<file path="config.mk">
export PLATFORM = sky130hd
export DESIGN_NAME = audio_sample_feeder_flat
export DESIGN_NICKNAME = d
export VERILOG_FILES = /design/src/rtl/audio_sample_feeder_pkg.sv /design/src/rtl/audio_sample_feeder_if.sv /design/src/rtl/audio_sample_feeder_fifo.sv /design/src/rtl/audio_sample_feeder.sv /design/src/flat_wrapper.sv
export SDC_FILE = /design/constraint.sdc
export NUM_CORES = 1
export LEC_CHECK = 0
export BUFFER_PORTS_ARGS = -buffer_cell sky130_fd_sc_hd__buf_4
export CAP_MARGIN = 25
export CORE_MARGIN = 4
export CORE_UTILIZATION = 52
export DETAILED_ROUTE_END_ITERATION = 8
export PLACE_DENSITY = 0.71
export SLEW_MARGIN = 10
export SYNTH_ARGS = -nofsm -noshare
export SYNTH_HDL_FRONTEND = slang
export SYNTH_SLANG_ARGS = --single-unit
</file>
<file path="constraint.sdc">
create_clock -name CLOCK_50 -period 16.7 [get_ports CLOCK_50]
set_clock_uncertainty 0.1 [all_clocks]
set_input_delay 1.67 -clock CLOCK_50 [delete_from_list [all_inputs] [get_ports CLOCK_50]]
set_output_delay 1.67 -clock CLOCK_50 [all_outputs]
set_load 0.005 [all_outputs]
</file>
<file path="src/rtl/audio_sample_feeder_pkg.sv">
// Shared types and constants for the audio sample feeder: envelope states,
// default widths, envelope ceiling and the output alignment shift.
package audio_feeder_pkg;

  typedef enum logic [1:0] {
    ST_IDLE    = 2'd0,
    ST_ATTACK  = 2'd1,
    ST_SUSTAIN = 2'd2,
    ST_RELEASE = 2'd3
  } env_state_t;

  localparam int DEF_SAMPLE_W = 16;
  localparam int DEF_ENV_W    = 8;

  function automatic int env_max(input int env_w);
    return (2 ** env_w) - 1;
  endfunction

  // Left shift that places a SAMPLE_W x ENV_W product at the top of a 32-bit word.
  function automatic int out_shift(input int sample_w, input int env_w);
    return 32 - sample_w - env_w;
  endfunction

  localparam int ENV_MAX   = env_max(DEF_ENV_W);
  localparam int OUT_SHIFT = out_shift(DEF_SAMPLE_W, DEF_ENV_W);

endpackage

</file>
<file path="src/rtl/audio_sample_feeder_if.sv">
// Sample-in handshake and codec write path of the audio sample feeder.
// master = generator/controller side, slave = feeder.
interface audio_sample_feeder_if #(
  parameter int SAMPLE_W = 16
);
  logic signed [SAMPLE_W-1:0] sample_in;
  logic                       sample_valid;
  logic                       sample_ready;
  logic                       audio_out_allowed;
  logic [31:0]                left_channel_audio_out;
  logic [31:0]                right_channel_audio_out;
  logic                       write_audio_out;

  modport master (
    output sample_in, sample_valid, audio_out_allowed,
    input  sample_ready, left_channel_audio_out, right_channel_audio_out,
           write_audio_out
  );

  modport slave (
    input  sample_in, sample_valid, audio_out_allowed,
    output sample_ready, left_channel_audio_out, right_channel_audio_out,
           write_audio_out
  );
endinterface

</file>
<file path="src/rtl/audio_sample_feeder_fifo.sv">
// Synchronous show-ahead FIFO: head always presents the oldest entry
// (zero when empty); push and pop in one cycle are both honoured.
module sample_fifo #(
  parameter int WIDTH = 32,
  parameter int DEPTH = 4
) (
  input  logic                     clk,
  input  logic                     rst_n,
  input  logic                     push,
  input  logic [WIDTH-1:0]         push_data,
  input  logic                     pop,
  output logic [WIDTH-1:0]         head,
  output logic [$clog2(DEPTH):0]   count
);
  localparam int AW = $clog2(DEPTH);

  logic [WIDTH-1:0] mem [DEPTH];
  logic [AW-1:0]    wr_ptr;
  logic [AW-1:0]    rd_ptr;

  // NOTE: storage is deliberately not reset; count gates every read, so
  // stale contents are never observable and the array maps to plain RAM.
  always_ff @(posedge clk) begin
    if (push) mem[wr_ptr] <= push_data;
  end

  always_ff @(posedge clk or negedge rst_n) begin
    if (!rst_n) begin
      wr_ptr <= '0;
      rd_ptr <= '0;
      count  <= '0;
    end else begin
      if (push) wr_ptr <= wr_ptr + 1'b1;
      if (pop)  rd_ptr <= rd_ptr + 1'b1;
      case ({push, pop})
        2'b10:   count <= count + 1'b1;
        2'b01:   count <= count - 1'b1;
        default: count <= count;
      endcase
    end
  end

  assign head = (count == '0) ? '0 : mem[rd_ptr];

endmodule

</file>
<file path="src/rtl/audio_sample_feeder.sv">
// Audio sample feeder: attack/sustain/release envelope, one-stage scaling
// multiplier and output FIFO in front of the codec controller.
// Optional FEEDER_DROP_COUNT_EN adds a saturating dropped-sample counter.
module audio_sample_feeder
  import audio_feeder_pkg::*;
#(
  parameter int SAMPLE_W     = DEF_SAMPLE_W,
  parameter int ENV_W        = DEF_ENV_W,
  parameter int ATTACK_STEP  = 16,
  parameter int RELEASE_STEP = 8,
  parameter int FIFO_DEPTH   = 4
) (
  input  logic                 CLOCK_50,
  input  logic                 resetn,
  input  logic                 note_on,
  audio_sample_feeder_if.slave bus,
  output logic [ENV_W-1:0]     env_level,
  output logic                 busy
`ifdef FEEDER_DROP_COUNT_EN
  ,
  output logic [15:0]          drop_count
`endif
);
  localparam int LVL_MAX_I = env_max(ENV_W);
  localparam int SHIFT     = out_shift(SAMPLE_W, ENV_W);
  localparam int P_W       = SAMPLE_W + ENV_W;
  localparam int CNT_W     = $clog2(FIFO_DEPTH) + 1;

  localparam logic [ENV_W-1:0] LVL_MAX = ENV_W'(LVL_MAX_I);

  env_state_t       state;
  logic [ENV_W-1:0] level;
  logic [ENV_W-1:0] level_next;
  logic [ENV_W-1:0] lvl_up;
  logic [ENV_W-1:0] lvl_dn;
  int               up_sum;
  int               dn_diff;

  logic             ready_q;
  logic             accept;
  logic             pipe_valid;
  logic [31:0]      pipe_data;
  logic [31:0]      scaled;
  logic signed [P_W-1:0] smp_ext;
  logic signed [P_W-1:0] lvl_ext;
  logic signed [P_W-1:0] product;

  logic [CNT_W-1:0] fifo_count;
  logic [CNT_W-1:0] count_next;
  logic [CNT_W-1:0] occ_next;
  logic [31:0]      fifo_head;
  logic             fifo_empty;
  logic             pop;

  assign accept     = bus.sample_valid && ready_q;
  assign fifo_empty = (fifo_count == '0);
  assign pop        = !fifo_empty && bus.audio_out_allowed;

  // Saturating level arithmetic done in int to avoid wrap at the ends.
  always_comb begin
    up_sum     = int'(level) + ATTACK_STEP;
    dn_diff    = int'(level) - RELEASE_STEP;
    lvl_up     = (up_sum >= LVL_MAX_I) ? LVL_MAX : ENV_W'(up_sum);
    lvl_dn     = (dn_diff <= 0) ? '0 : ENV_W'(dn_diff);
    level_next = level;
    case (state)
      ST_IDLE:    level_next = '0;
      ST_ATTACK:  if (accept) level_next = lvl_up;
      ST_SUSTAIN: level_next = LVL_MAX;
      ST_RELEASE: if (accept) level_next = lvl_dn;
      default:    level_next = '0;
    endcase
  end

  always_ff @(posedge CLOCK_50 or negedge resetn) begin
    if (!resetn) begin
      state <= ST_IDLE;
      level <= '0;
    end else begin
      level <= level_next;
      case (state)
        ST_IDLE:    if (note_on) state <= ST_ATTACK;
        ST_ATTACK:  if (!note_on)                   state <= ST_RELEASE;
                    else if (level_next == LVL_MAX) state <= ST_SUSTAIN;
        ST_SUSTAIN: if (!note_on) state <= ST_RELEASE;
        ST_RELEASE: if (note_on)                    state <= ST_ATTACK;
                    else if (level_next == '0)      state <= ST_IDLE;
        default:    state <= ST_IDLE;
      endcase
    end
  end

  // Scaling uses the level held before this accept's update.
  always_comb begin
    smp_ext = P_W'(bus.sample_in);
    lvl_ext = P_W'({1'b0, level});
    product = smp_ext * lvl_ext;
    scaled  = {product, {SHIFT{1'b0}}};
  end

  // The pipeline register always drains into the FIFO next cycle; the
  // ready rule below guarantees the FIFO has room for it.
  assign count_next = fifo_count + CNT_W'(pipe_valid) - CNT_W'(pop);
  assign occ_next   = count_next + CNT_W'(accept);

  // NOTE: ready is registered from next-cycle occupancy so it matches the
  // combinational rule every cycle yet still reads 0 throughout reset.
  always_ff @(posedge CLOCK_50 or negedge resetn) begin
    if (!resetn) begin
      pipe_valid <= 1'b0;
      pipe_data  <= '0;
      ready_q    <= 1'b0;
    end else begin
      pipe_valid <= accept;
      if (accept) pipe_data <= scaled;
      ready_q    <= (occ_next < CNT_W'(FIFO_DEPTH));
    end
  end

  sample_fifo #(
    .WIDTH (32),
    .DEPTH (FIFO_DEPTH)
  ) u_fifo (
    .clk       (CLOCK_50),
    .rst_n     (resetn),
    .push      (pipe_valid),
    .push_data (pipe_data),
    .pop       (pop),
    .head      (fifo_head),
    .count     (fifo_count)
  );

  assign bus.sample_ready            = ready_q;
  assign bus.write_audio_out         = pop;
  assign bus.left_channel_audio_out  = fifo_head;
  assign bus.right_channel_audio_out = fifo_head;
  assign env_level                   = level;
  assign busy = (level != '0) || pipe_valid || !fifo_empty;

`ifdef FEEDER_DROP_COUNT_EN
  always_ff @(posedge CLOCK_50 or negedge resetn) begin
    if (!resetn) begin
      drop_count <= '0;
    end else if (bus.sample_valid && !ready_q && (drop_count != 16'hFFFF)) begin
      drop_count <= drop_count + 16'd1;
    end
  end
`endif

endmodule
</file>
<file path="src/flat_wrapper.sv">
// flat-port wrapper written by rule: the top's interface ports become plain ports
module audio_sample_feeder_flat import audio_feeder_pkg::*;
#(
  parameter int SAMPLE_W     = DEF_SAMPLE_W,
  parameter int ENV_W        = DEF_ENV_W,
  parameter int ATTACK_STEP  = 16,
  parameter int RELEASE_STEP = 8,
  parameter int FIFO_DEPTH   = 4
)
  (CLOCK_50, resetn, note_on, env_level, busy, bus_sample_in, bus_sample_valid, bus_audio_out_allowed, bus_sample_ready, bus_left_channel_audio_out, bus_right_channel_audio_out, bus_write_audio_out);
  audio_sample_feeder_if #(.SAMPLE_W(SAMPLE_W)) bus_i ();
  input  logic CLOCK_50;
  input  logic resetn;
  input  logic note_on;
  output logic [ENV_W-1:0] env_level;
  output logic busy;
  input wire logic [$bits(bus_i.sample_in)-1:0] bus_sample_in;
  input wire logic [$bits(bus_i.sample_valid)-1:0] bus_sample_valid;
  input wire logic [$bits(bus_i.audio_out_allowed)-1:0] bus_audio_out_allowed;
  output wire logic [$bits(bus_i.sample_ready)-1:0] bus_sample_ready;
  output wire logic [$bits(bus_i.left_channel_audio_out)-1:0] bus_left_channel_audio_out;
  output wire logic [$bits(bus_i.right_channel_audio_out)-1:0] bus_right_channel_audio_out;
  output wire logic [$bits(bus_i.write_audio_out)-1:0] bus_write_audio_out;
  assign bus_i.sample_in = bus_sample_in;
  assign bus_i.sample_valid = bus_sample_valid;
  assign bus_i.audio_out_allowed = bus_audio_out_allowed;
  assign bus_sample_ready = bus_i.sample_ready;
  assign bus_left_channel_audio_out = bus_i.left_channel_audio_out;
  assign bus_right_channel_audio_out = bus_i.right_channel_audio_out;
  assign bus_write_audio_out = bus_i.write_audio_out;
  audio_sample_feeder #(.SAMPLE_W(SAMPLE_W), .ENV_W(ENV_W), .ATTACK_STEP(ATTACK_STEP), .RELEASE_STEP(RELEASE_STEP), .FIFO_DEPTH(FIFO_DEPTH)) u_core (.CLOCK_50(CLOCK_50), .resetn(resetn), .note_on(note_on), .bus(bus_i), .env_level(env_level), .busy(busy));
endmodule
</file>
Word level (Yosys, flattened, before mapping)

Memories as Yosys holds them, arrays and structs flattened.
Index checks and enable logic that the tools add are counted.

Flip-flop bits (word level): 43
RAM bits: 96
Input port bits: 21
Output and inout port bits: 75
Logic and storage cells: 59
Memories kept: 1

Memory list:

| name              | words | bits a word | read ports | clocked after memory_dff | write ports | line                           | RTL |
|---|---|---|---|---|---|---|---|
| u_core.u_fifo.mem | 4     | 24          | 1          | 0                        | 1           | audio_sample_feeder_fifo.sv:17 | `logic [WIDTH-1:0] mem [DEPTH];` |

Add/subtract/negate cells: 9
$mul: 1
Magnitude comparators: 3
Eq/ne operators: 10
Muxes and demuxes: 16
Reduce and logical (&&, ||, !) cells: 11

Operators with widths:

| operator                                                               | number |
|---|---|
| 32-bit by 9-bit >= comparator with 1-bit output, second input constant | 1 |
| 32-bit by 1-bit <= comparator with 1-bit output, second input constant | 1 |
| 32-bit 2-to-1 mux                                                      | 1 |
| 8-bit 2-to-1 mux                                                       | 4 |
| 8-bit one-hot mux with 4 select lines                                  | 1 |
| 16-bit by 9-bit multiplier with 24-bit output                          | 1 |
| 2-bit 2-to-1 mux                                                       | 6 |
| 8-bit by 5-bit adder with 9-bit output, second input constant          | 1 |
| 8-bit by 4-bit subtractor with 9-bit output, second input constant     | 1 |
| 8-bit equality test, second input constant                             | 1 |
| 8-bit logical NOT                                                      | 1 |
| 2-bit one-hot mux with 4 select lines                                  | 1 |
| 8-bit nonzero test                                                     | 1 |
| 3-bit by 1-bit adder with 3-bit output                                 | 2 |
| 2-bit equality test, second input constant                             | 3 |
| 3-bit by 2-bit != test with 1-bit output, second input constant        | 2 |
| 3-bit one-hot mux with 2 select lines                                  | 1 |
| 2-bit by 1-bit adder with 2-bit output, second input constant          | 2 |
| 2-bit by 1-bit equality test with 1-bit output, second input constant  | 2 |
| 2-bit != test, second input constant                                   | 2 |
| 4-bit AND reduction                                                    | 1 |
| 3-bit by 1-bit adder with 3-bit output, second input constant          | 1 |
| 3-bit logical NOT                                                      | 1 |
| 3-bit < comparator, second input constant                              | 1 |
| 8 further kinds                                                        | 11 |

Longest topological paths before layout

Gate-level depths: netlist of run 1.

Depth after elaboration: 9
Depth in mapped cells: 20
Mapped depth without buffers: 18

Modules after synthesis

Synthesis of run 1 repeated with hierarchy kept, for this count alone.

Cell total of the unflattened synthesis: 1025
Area total of the unflattened synthesis: 12040.3 um^2

Modules (own cells, without submodules):

| module              | instances | cells an instance | area each (um^2) | seq. area each (um^2) |
|---|---|---|---|---|
| audio_sample_feeder | 1         | 787               | 6811.5           | 900.9 |
| sample_fifo         | 1         | 238               | 5228.8           | 4018.9 |

Worst setup path after synthesis of run 1

OpenSTA, ideal clock, no wires.

Path type: in2reg
Start: input bus_sample_in[3]
End: register u_core.pipe_data[30]
Library setup time: 95 ps
Data arrival time: 5919 ps
Required time: 16505 ps
Setup slack: 10586 ps
Cell stages on the path: 17
Buffers on the path: 0
Cells stage by stage: nand2_1 -> fa_1 -> inv_1 -> fa_1 -> ha_1 -> inv_1 -> fa_1 -> inv_1 -> fa_1 -> a211oi_1 -> o21ai_1 -> a2111oi_0 -> and3b_1 -> o31a_1 -> o41ai_1 -> a21oi_1 -> o31ai_1

Longest elaborated chain between the ends: 1

RTL lines:

| element                                       | line                       | RTL |
|---|---|---|
| start: declaration                            | flat_wrapper.sv:17         | `input wire logic [$bits(bus_i.sample_in)-1:0] bus_sample_in;` |
| 16-bit by 9-bit multiplier with 24-bit output | audio_sample_feeder.sv:97  | `product = smp_ext * lvl_ext;` |
| end signal: assignment                        | audio_sample_feeder.sv:115 | `if (accept) pipe_data <= scaled;` |
| end: declaration                              | audio_sample_feeder.sv:42  | `logic [31:0] pipe_data;` |

No other way between the ends.
A chain may end at the register's enable or synchronous reset.

Final worst setup path of run 1

Start: input bus_sample_in[5]
End: register u_core.pipe_data[30]

The elaborated chain is that of the path after synthesis.

==> out/qor.csv, run 1 <==
stage,metric,value,unit
timing,slew_violations,0,
timing,hold_viol,0,
worst_setup_path,cp_max_fo,8,
timing,fmax,0.1607,GHz
worst_setup_path,crit_buf_inv,4,
global_route,grt_overflow,0,
cells_and_area,post_route_cells_drive_above_1_share,14.78,%
worst_setup_path,critPathLaunchType,input port,
worst_setup_path,reg2reg_depth,17,
synthesis,synth_cell_types,63,
synthesis,synthFlopType,edfxtp_1,
timing,slew_headroom,44.77,%
routing,avgRoutedWirePerCell,15.97,um
hold_path,hp-class,flop to flop,
run_status,status,completed,
worst_setup_path,r2r_start,u_core.env_level[2]$_DFF_PN0_,
clocking,cts_buffers,17,
hold_path,hold-path-endpoint,u_core.u_fifo.count[2]$_DFFE_PN0N_,
timing,tns,0,ns
global_route,grt.total_usage,19.20,%
synthesis,syn_area,10840,um^2
die,die_area,23230,um^2
timing,rsz0062_at_grt,no,
routing,first_pass_iters,5,
worst_setup_path,cpMostUsedCell,fa_1,
timing,tightest_slew,0.8285,ns
worst_setup_path,reg2reg_setup_slack,10.86,ns
global_route,grt_pass1_wl,36.48,mm
cells_and_area,num_antenna_cells,0,
cells_and_area,layout.nets,1234,
placed_design,io_buffers,79,
synthesis,synth_edf_count,96,
routing,dr_total_vias,6894,
worst_setup_path,critical-path-max-stage-delay,0.59,ns
synthesis,yosysWarnings,0,
hold_path,min_from,u_core.u_fifo.count[2]$_DFFE_PN0N_,
synthesis,avgSynthCellArea,10.83,um^2
clocking,htreeDepth,4,
synthesis,ys_seq_area_share,36.51,%
routing,ant_nets,0,
die,row_count,52,
clocking,clock-sinks,139,
routing,post-route-drc-count,0,
die,pin_count,96,
worst_setup_path,path_cells,"buf_4, nand2_1, fa_1, inv_1, fa_1, inv_1, fa_1, fa_1, inv_1, ha_1, o21ai_0, o21ai_1, a2111oi_0, and3b_1, o31a_1, o41ai_1, a21oi_1, o31ai_1",
worst_setup_path,cp_top_family,adder cells,
worst_setup_path,worst_setup_path_end_kind,flop,
global_route,grt_max_degree,48,
die,die_w,152.4,um
hold_path,hold_depth,1,
die,core_area,20360,um^2
clocking,clockBufferDepth,2,
clocking,cts.clk_slew.worst_paths,0.06,ns
timing,setup_viol,0,
clocking,cts_setup_buffers,0,
clocking,cts_resized,0,
cells_and_area,layout_commonest_cell,inv_1,
placed_design,routabilityCongestion,0.8250,
die,initial_core_util,53.24,%
cells_and_area,area_delta_synth_final,11.65,%
synthesis,ys_ff_latch,139,
global_route,grt_pass1_vias,7194,
cells_and_area,layout_common_cells,"inv_1, nand2_1, fa_1",
routing,avgViaCountPerCell,5.176,
clocking,cts.hold.buffers_added,0,
worst_setup_path,cp.required,16.92,ns
global_route,grt_antenna_before_repair,0,
clocking,cts_tree,done,
routing,drt-initial-drc-count,255,
synthesis,synth_cells,1001,
timing,period_share,37.27,%
timing,finalCriticalPeriod,6.224,ns
cells_and_area,n_fill_cell,1712,
worst_setup_path,cpMaxStageDelayCell,fa_1,
clocking,cts-root-buf,clkbuf_16,
placed_design,place_hpwl,15.96,mm
worst_setup_path,crit_type,input port to flop,
routing,routed_wl,21.28,mm
synthesis,async_flop_share,30.94,%
clocking,worst_skew_pair.late_latency,0.42,ns
worst_setup_path,r2r_end,u_core.pipe_data[30]$_DFFE_PN0P_,
worst_setup_path,cp.arrival,6.45,ns
flow_run,maxCapViolCount,0,
die,die-height,152.4,um
## metrics by stage
stage,instances,hold slack [ns],utilization [%],setup WS [ns],instance area (um^2)
after detailed placement,1300,0.4021,56.40,10.04,11480
after CTS,1332,0.4135,59.45,10.46,12110
after global placement,1299,0.3989,56.26,10.12,11460
after floorplan,1016,0.3758,-,10.59,10900
after global routing,1332,0.4457,59.45,10.18,12110
final,1332,0.4067,59.45,10.48,12110
## sequential cells by signal, summed over array words and instances, names as in the netlist
register and count:
u_core.bus.sample_ready 1, u_core.env_level 8, u_core.state 2, u_core.u_fifo.mem 96, u_core.u_fifo.wr_ptr 2, u_core.pipe_valid 1
u_core.u_fifo.rd_ptr 2, u_core.pipe_data 24, u_core.u_fifo.count 3
## cells by family after synthesis
logic type               share of synthesized area, %
other                                         0.03458
buffers and inverters                           10.19
AND/OR/NAND/NOR                                 13.04
AO/OA/AOI/OAI                                   6.658
flip-flops                                      36.51
multiplexers                                    5.308
adder cells (fa/ha/maj)                         25.92
XOR/XNOR                                        2.342
## layout make-up
cell class | instances | area (um^2) | area share, %
clock inverters | 15 | 196.4 | 1.623
clock buffers | 17 | 425.4 | 3.514
repair buffers | 91 | 703.2 | 5.808
inverters | 173 | 649.4 | 5.364
multi-input cells | 627 | 5836 | 48.20
flip-flops and latches | 139 | 3959 | 32.70
well taps | 270 | 337.8 | 2.790
## routing by layer
| metal | global-route usage [%] | wire, um | up-vias | part of all wire (%) |
|---|---|---|---|---|
| met5 | 0 | 0 | - | 0 |
| met4 | 4.152 | 190 | 0 | 0.89 |
| met3 | 2.897 | 999 | 17 | 4.7 |
| met2 | 33.04 | 10620 | 156 | 50 |
| met1 | 26.09 | 9464 | 3418 | 44 |
| li1 | - | - | 3303 | - |
## cells in the mapped netlist, types with 3 or more instances
master	n	area (um^2)
o21ai_0	31	155.2
a31oi_1	3	18.77
dfrtp_1	43	1076
buf_4	40	300.3
o41ai_1	3	26.28
nor2b_1	3	18.77
nor3_1	7	35.03
o21bai_1	3	22.52
xnor2_1	16	140.1
and2_1	89	556.8
inv_1	173	649.4
a21oi_1	26	130.1
nand2_1	125	469.2
edfxtp_1	96	2883
o31ai_1	4	30.03
clkbuf_1	30	112.6
nand3_1	7	35.03
xor2_1	13	113.9
nand4_1	3	18.77
o21a_1	7	52.55
a21o_1	8	60.06
mux4_2	24	540.5
nand2b_1	3	18.77
ha_1	63	788.3
buf_1	4	15.01
and3_1	4	25.02
fa_1	101	2022
nor2_1	24	90.09
## worst max path at each step
| stage | startpoint | cells after the start | slack, ns | end |
|---|---|---|---|---|
| floorplan | bus_sample_in[3] | 17 | 10.59 | u_core.pipe_data[30]$_DFFE_PN0P_ |
| global placement | bus_sample_in[3] | 18 | 10.12 | u_core.pipe_data[30]$_DFFE_PN0P_ |
| detailed placement | bus_sample_in[5] | 18 | 10.04 | u_core.pipe_data[30]$_DFFE_PN0P_ |
| CTS | bus_sample_in[5] | 18 | 10.46 | u_core.pipe_data[30]$_DFFE_PN0P_ |
| global route | bus_sample_in[5] | 18 | 10.18 | u_core.pipe_data[30]$_DFFE_PN0P_ |
| finish | bus_sample_in[5] | 18 | 10.48 | u_core.pipe_data[30]$_DFFE_PN0P_ |
Power of run 1 is not shown: default switching activity piles up to over one toggle a cycle in this logic, so the estimate is an artifact.
==> run 2, diff against run 1 <==
==> constraint.sdc (replaced) <==
create_clock -name CLOCK_50 -period 6.4 [get_ports CLOCK_50]
set_clock_uncertainty 0.1 [all_clocks]
set_input_delay 0.64 -clock CLOCK_50 [delete_from_list [all_inputs] [get_ports CLOCK_50]]
set_output_delay 0.64 -clock CLOCK_50 [all_outputs]
set_load 0.005 [all_outputs]
==> run 2 against run 1 <==
Net effect: sequential share of layout area rose by 0.12 points; worst hold slack lost 0.29 ns; cell count fell by 0.15%; highest routed layer unchanged; non-clock buffer count decreased by 2; global-route usage is 0.59 points lower; via count increased by 0.46%.
==> out/qor.csv, run 2 (synthesis results as in run 1) <==
stage,metric,value,unit,change
global_route,grt_util_met3,2.726,%,-0.17 points
flow_run,maxCapViolCount,0,,unchanged
cells_and_area,layout.nets,1232,,-0.16%
cells_and_area,regMostFlops,u_core.u_fifo.mem,,
die,row_count,52,,unchanged
cells_and_area,area_delta_synth_final,11.25,%,
clocking,cts-root-buf,clkbuf_16,,
cells_and_area,layout_common_cells,"inv_1, nand2_1, fa_1",,
run_status,status,completed,,
timing,fmax,0.1729,GHz,
worst_setup_path,critPathLaunchType,flop,,
worst_setup_path,cpMostUsedCell,fa_1,,
worst_setup_path,worst_setup_path_end_kind,flop,,
clocking,cts_tree,done,,
global_route,grt_antenna_before_repair,0,,unchanged
global_route,grt_util_met2,30.91,%,-2.1 points
routing,routed_wl,20.90,mm,-1.8%
timing,hold_viol,0,,unchanged
worst_setup_path,crit_type,flop to flop,,
timing,tns,0,ns,unchanged
clocking,cts_setup_buffers,0,,unchanged
global_route,grt_max_degree,48,,unchanged
hold_path,hp-class,input port to asynchronous set/reset pin,,
timing,tightest_slew,0.8973,ns,+0.06882 ns
cells_and_area,multiInputGateArea,5836,um^2,unchanged
die,core_area,20360,um^2,unchanged
cells_and_area,largest_reg_flops,96,,unchanged
die,die-height,152.4,um,unchanged
worst_setup_path,cp.required,6.62,ns,-10.30 ns
global_route,grt.total_usage,18.61,%,-0.59 points
routing,avgViaCountPerCell,5.208,,+0.62%
global_route,met1_usage,26.35,%,+0.25 points
global_route,grt_busiest_layer,met2,,
clocking,clock-sinks,139,,unchanged
cells_and_area,post_route_cells_drive_above_1_share,14.62,%,-0.16 points
worst_setup_path,crit_buf_inv,3,,-1
routing,ant_nets,0,,unchanged
routing,dr_total_vias,6926,,+0.46%
timing,finalCriticalPeriod,5.784,ns,
worst_setup_path,cp_top_family,adder cells,,
routing,drt-initial-drc-count,417,,+64%
worst_setup_path,path_cells,"nand2_1, fa_1, inv_1, fa_1, ha_1, inv_1, fa_1, inv_1, fa_1, a211oi_1, o21ai_1, a2111oi_0, and3b_1, o31a_1, o41ai_1, a21oi_1, o31ai_1",,
die,initial_core_util,53.24,%,unchanged
cells_and_area,regArea,3959,um^2,unchanged
worst_setup_path,cp.arrival,6.01,ns,-0.44 ns
global_route,grt_overflow,0,,unchanged
clocking,clockBufferDepth,2,,unchanged
clocking,worst_skew_pair.late_latency,0.42,ns,about the same
worst_setup_path,cpMaxStageDelayCell,dfrtp_1,,
die,die_w,152.4,um,unchanged
cells_and_area,num_antenna_cells,0,,unchanged
clocking,htreeDepth,4,,unchanged
timing,rsz0062_at_grt,no,,
worst_setup_path,cp_max_fo,21,,+13
routing,avgRoutedWirePerCell,15.72,um,-1.6%
global_route,grt_pass1_vias,7060,,-1.9%
global_route,grt_pass1_wl,35.53,mm,-2.6%
worst_setup_path,critical-path-max-stage-delay,0.82,ns,+0.23 ns
cells_and_area,n_fill_cell,1677,,-2.0%
placed_design,io_buffers,79,,unchanged
placed_design,routabilityCongestion,0.8778,,+6.4%
placed_design,place_hpwl,15.56,mm,-2.5%
clocking,cts_resized,0,,unchanged
timing,slew_headroom,40.18,%,-4.6 points
die,pin_count,96,,unchanged
timing,setup_viol,0,,unchanged
timing,period_share,90.38,%,
timing,slew_violations,0,,unchanged
die,die_area,23230,um^2,unchanged
cells_and_area,layout_commonest_cell,inv_1,,
clocking,cts_buffers,17,,unchanged
clocking,cts.clk_slew.worst_paths,0.07,ns,about the same
routing,post-route-drc-count,0,,unchanged
clocking,cts.hold.buffers_added,0,,unchanged
timing,fin_hold_ws,0.1178,ns,-0.2889 ns
routing,first_pass_iters,4,,-1
run 2: cell count changes in the layout (fill, tap and decap cells not counted):
cell        before  now
clkinvlp_4       0    3
buf_4           90   88
inv_8            6    4
buf_16           1    0
buf_8            0    1
clkinv_8         1    0
run 2: cell type report:
type                       count  share of cell area (%)
inverter                     173                   5.383
sequential                   139                   32.82
multi-input combinational    627                   48.38
clock inverter                15                   1.494
clock buffer                  17                   3.527
tap                          270                   2.801
timing repair buffer          89                   5.601
run 2: worst reg2reg max path, stage by stage, from the launching register on:
cell	delay, ns
dfrtp_1	0.82
nand2_1	0.18
fa_1	0.57
inv_1	0.05
fa_1	0.45
ha_1	0.29
inv_1	0.05
fa_1	0.52
inv_1	0.06
fa_1	0.47
a211oi_1	0.37
o21ai_1	0.16
a2111oi_0	0.36
and3b_1	0.27
o31a_1	0.28
o41ai_1	0.33
a21oi_1	0.12
o31ai_1	0.24
run 2: per-layer routing:
metal | up-vias | share of wire, %
met5 | - | 0
met1 | 3452 | 45
li1 | 3296 | -
met3 | 15 | 4.2
met2 | 163 | 50
met4 | 0 | 0.88
run 2: per-stage QoR:
| stage | utilization [%] | cells | setup slack (ns) | area [um^2] |
|---|---|---|---|---|
| after floorplan | - | 1016 | 0.9591 | 10900 |
| after global placement | 56.19 | 1297 | 0.7769 | 11440 |
| after detailed placement | 56.26 | 1298 | 0.6812 | 11460 |
| after CTS | 59.23 | 1330 | 0.6333 | 12060 |
| after global routing | 59.23 | 1330 | 0.1166 | 12060 |
| final | 59.23 | 1330 | 0.6156 | 12060 |
run 2: final timing paths:
kind | startpoint | end | slack [ns] | cells after the start
worst max-delay path | u_core.env_level[2]$_DFF_PN0_ | u_core.pipe_data[30]$_DFFE_PN0P_ | 0.62 | 17
worst min-delay path | resetn | u_core.state[1]$_DFFE_PN0P_ | 0.12 | 1
worst max register to register | u_core.env_level[2]$_DFF_PN0_ | u_core.pipe_data[30]$_DFFE_PN0P_ | 0.62 | 17
worst min register to register | u_core.u_fifo.count[2]$_DFFE_PN0N_ | u_core.u_fifo.count[2]$_DFFE_PN0N_ | 0.42 | 1
max in group asynchronous | resetn | u_core.pipe_data[10]$_DFFE_PN0P_ | 5.68 | 1
min in group CLOCK_50 | u_core.u_fifo.count[2]$_DFFE_PN0N_ | u_core.u_fifo.count[2]$_DFFE_PN0N_ | 0.42 | 1
Power of run 2 is left out for the same reason.
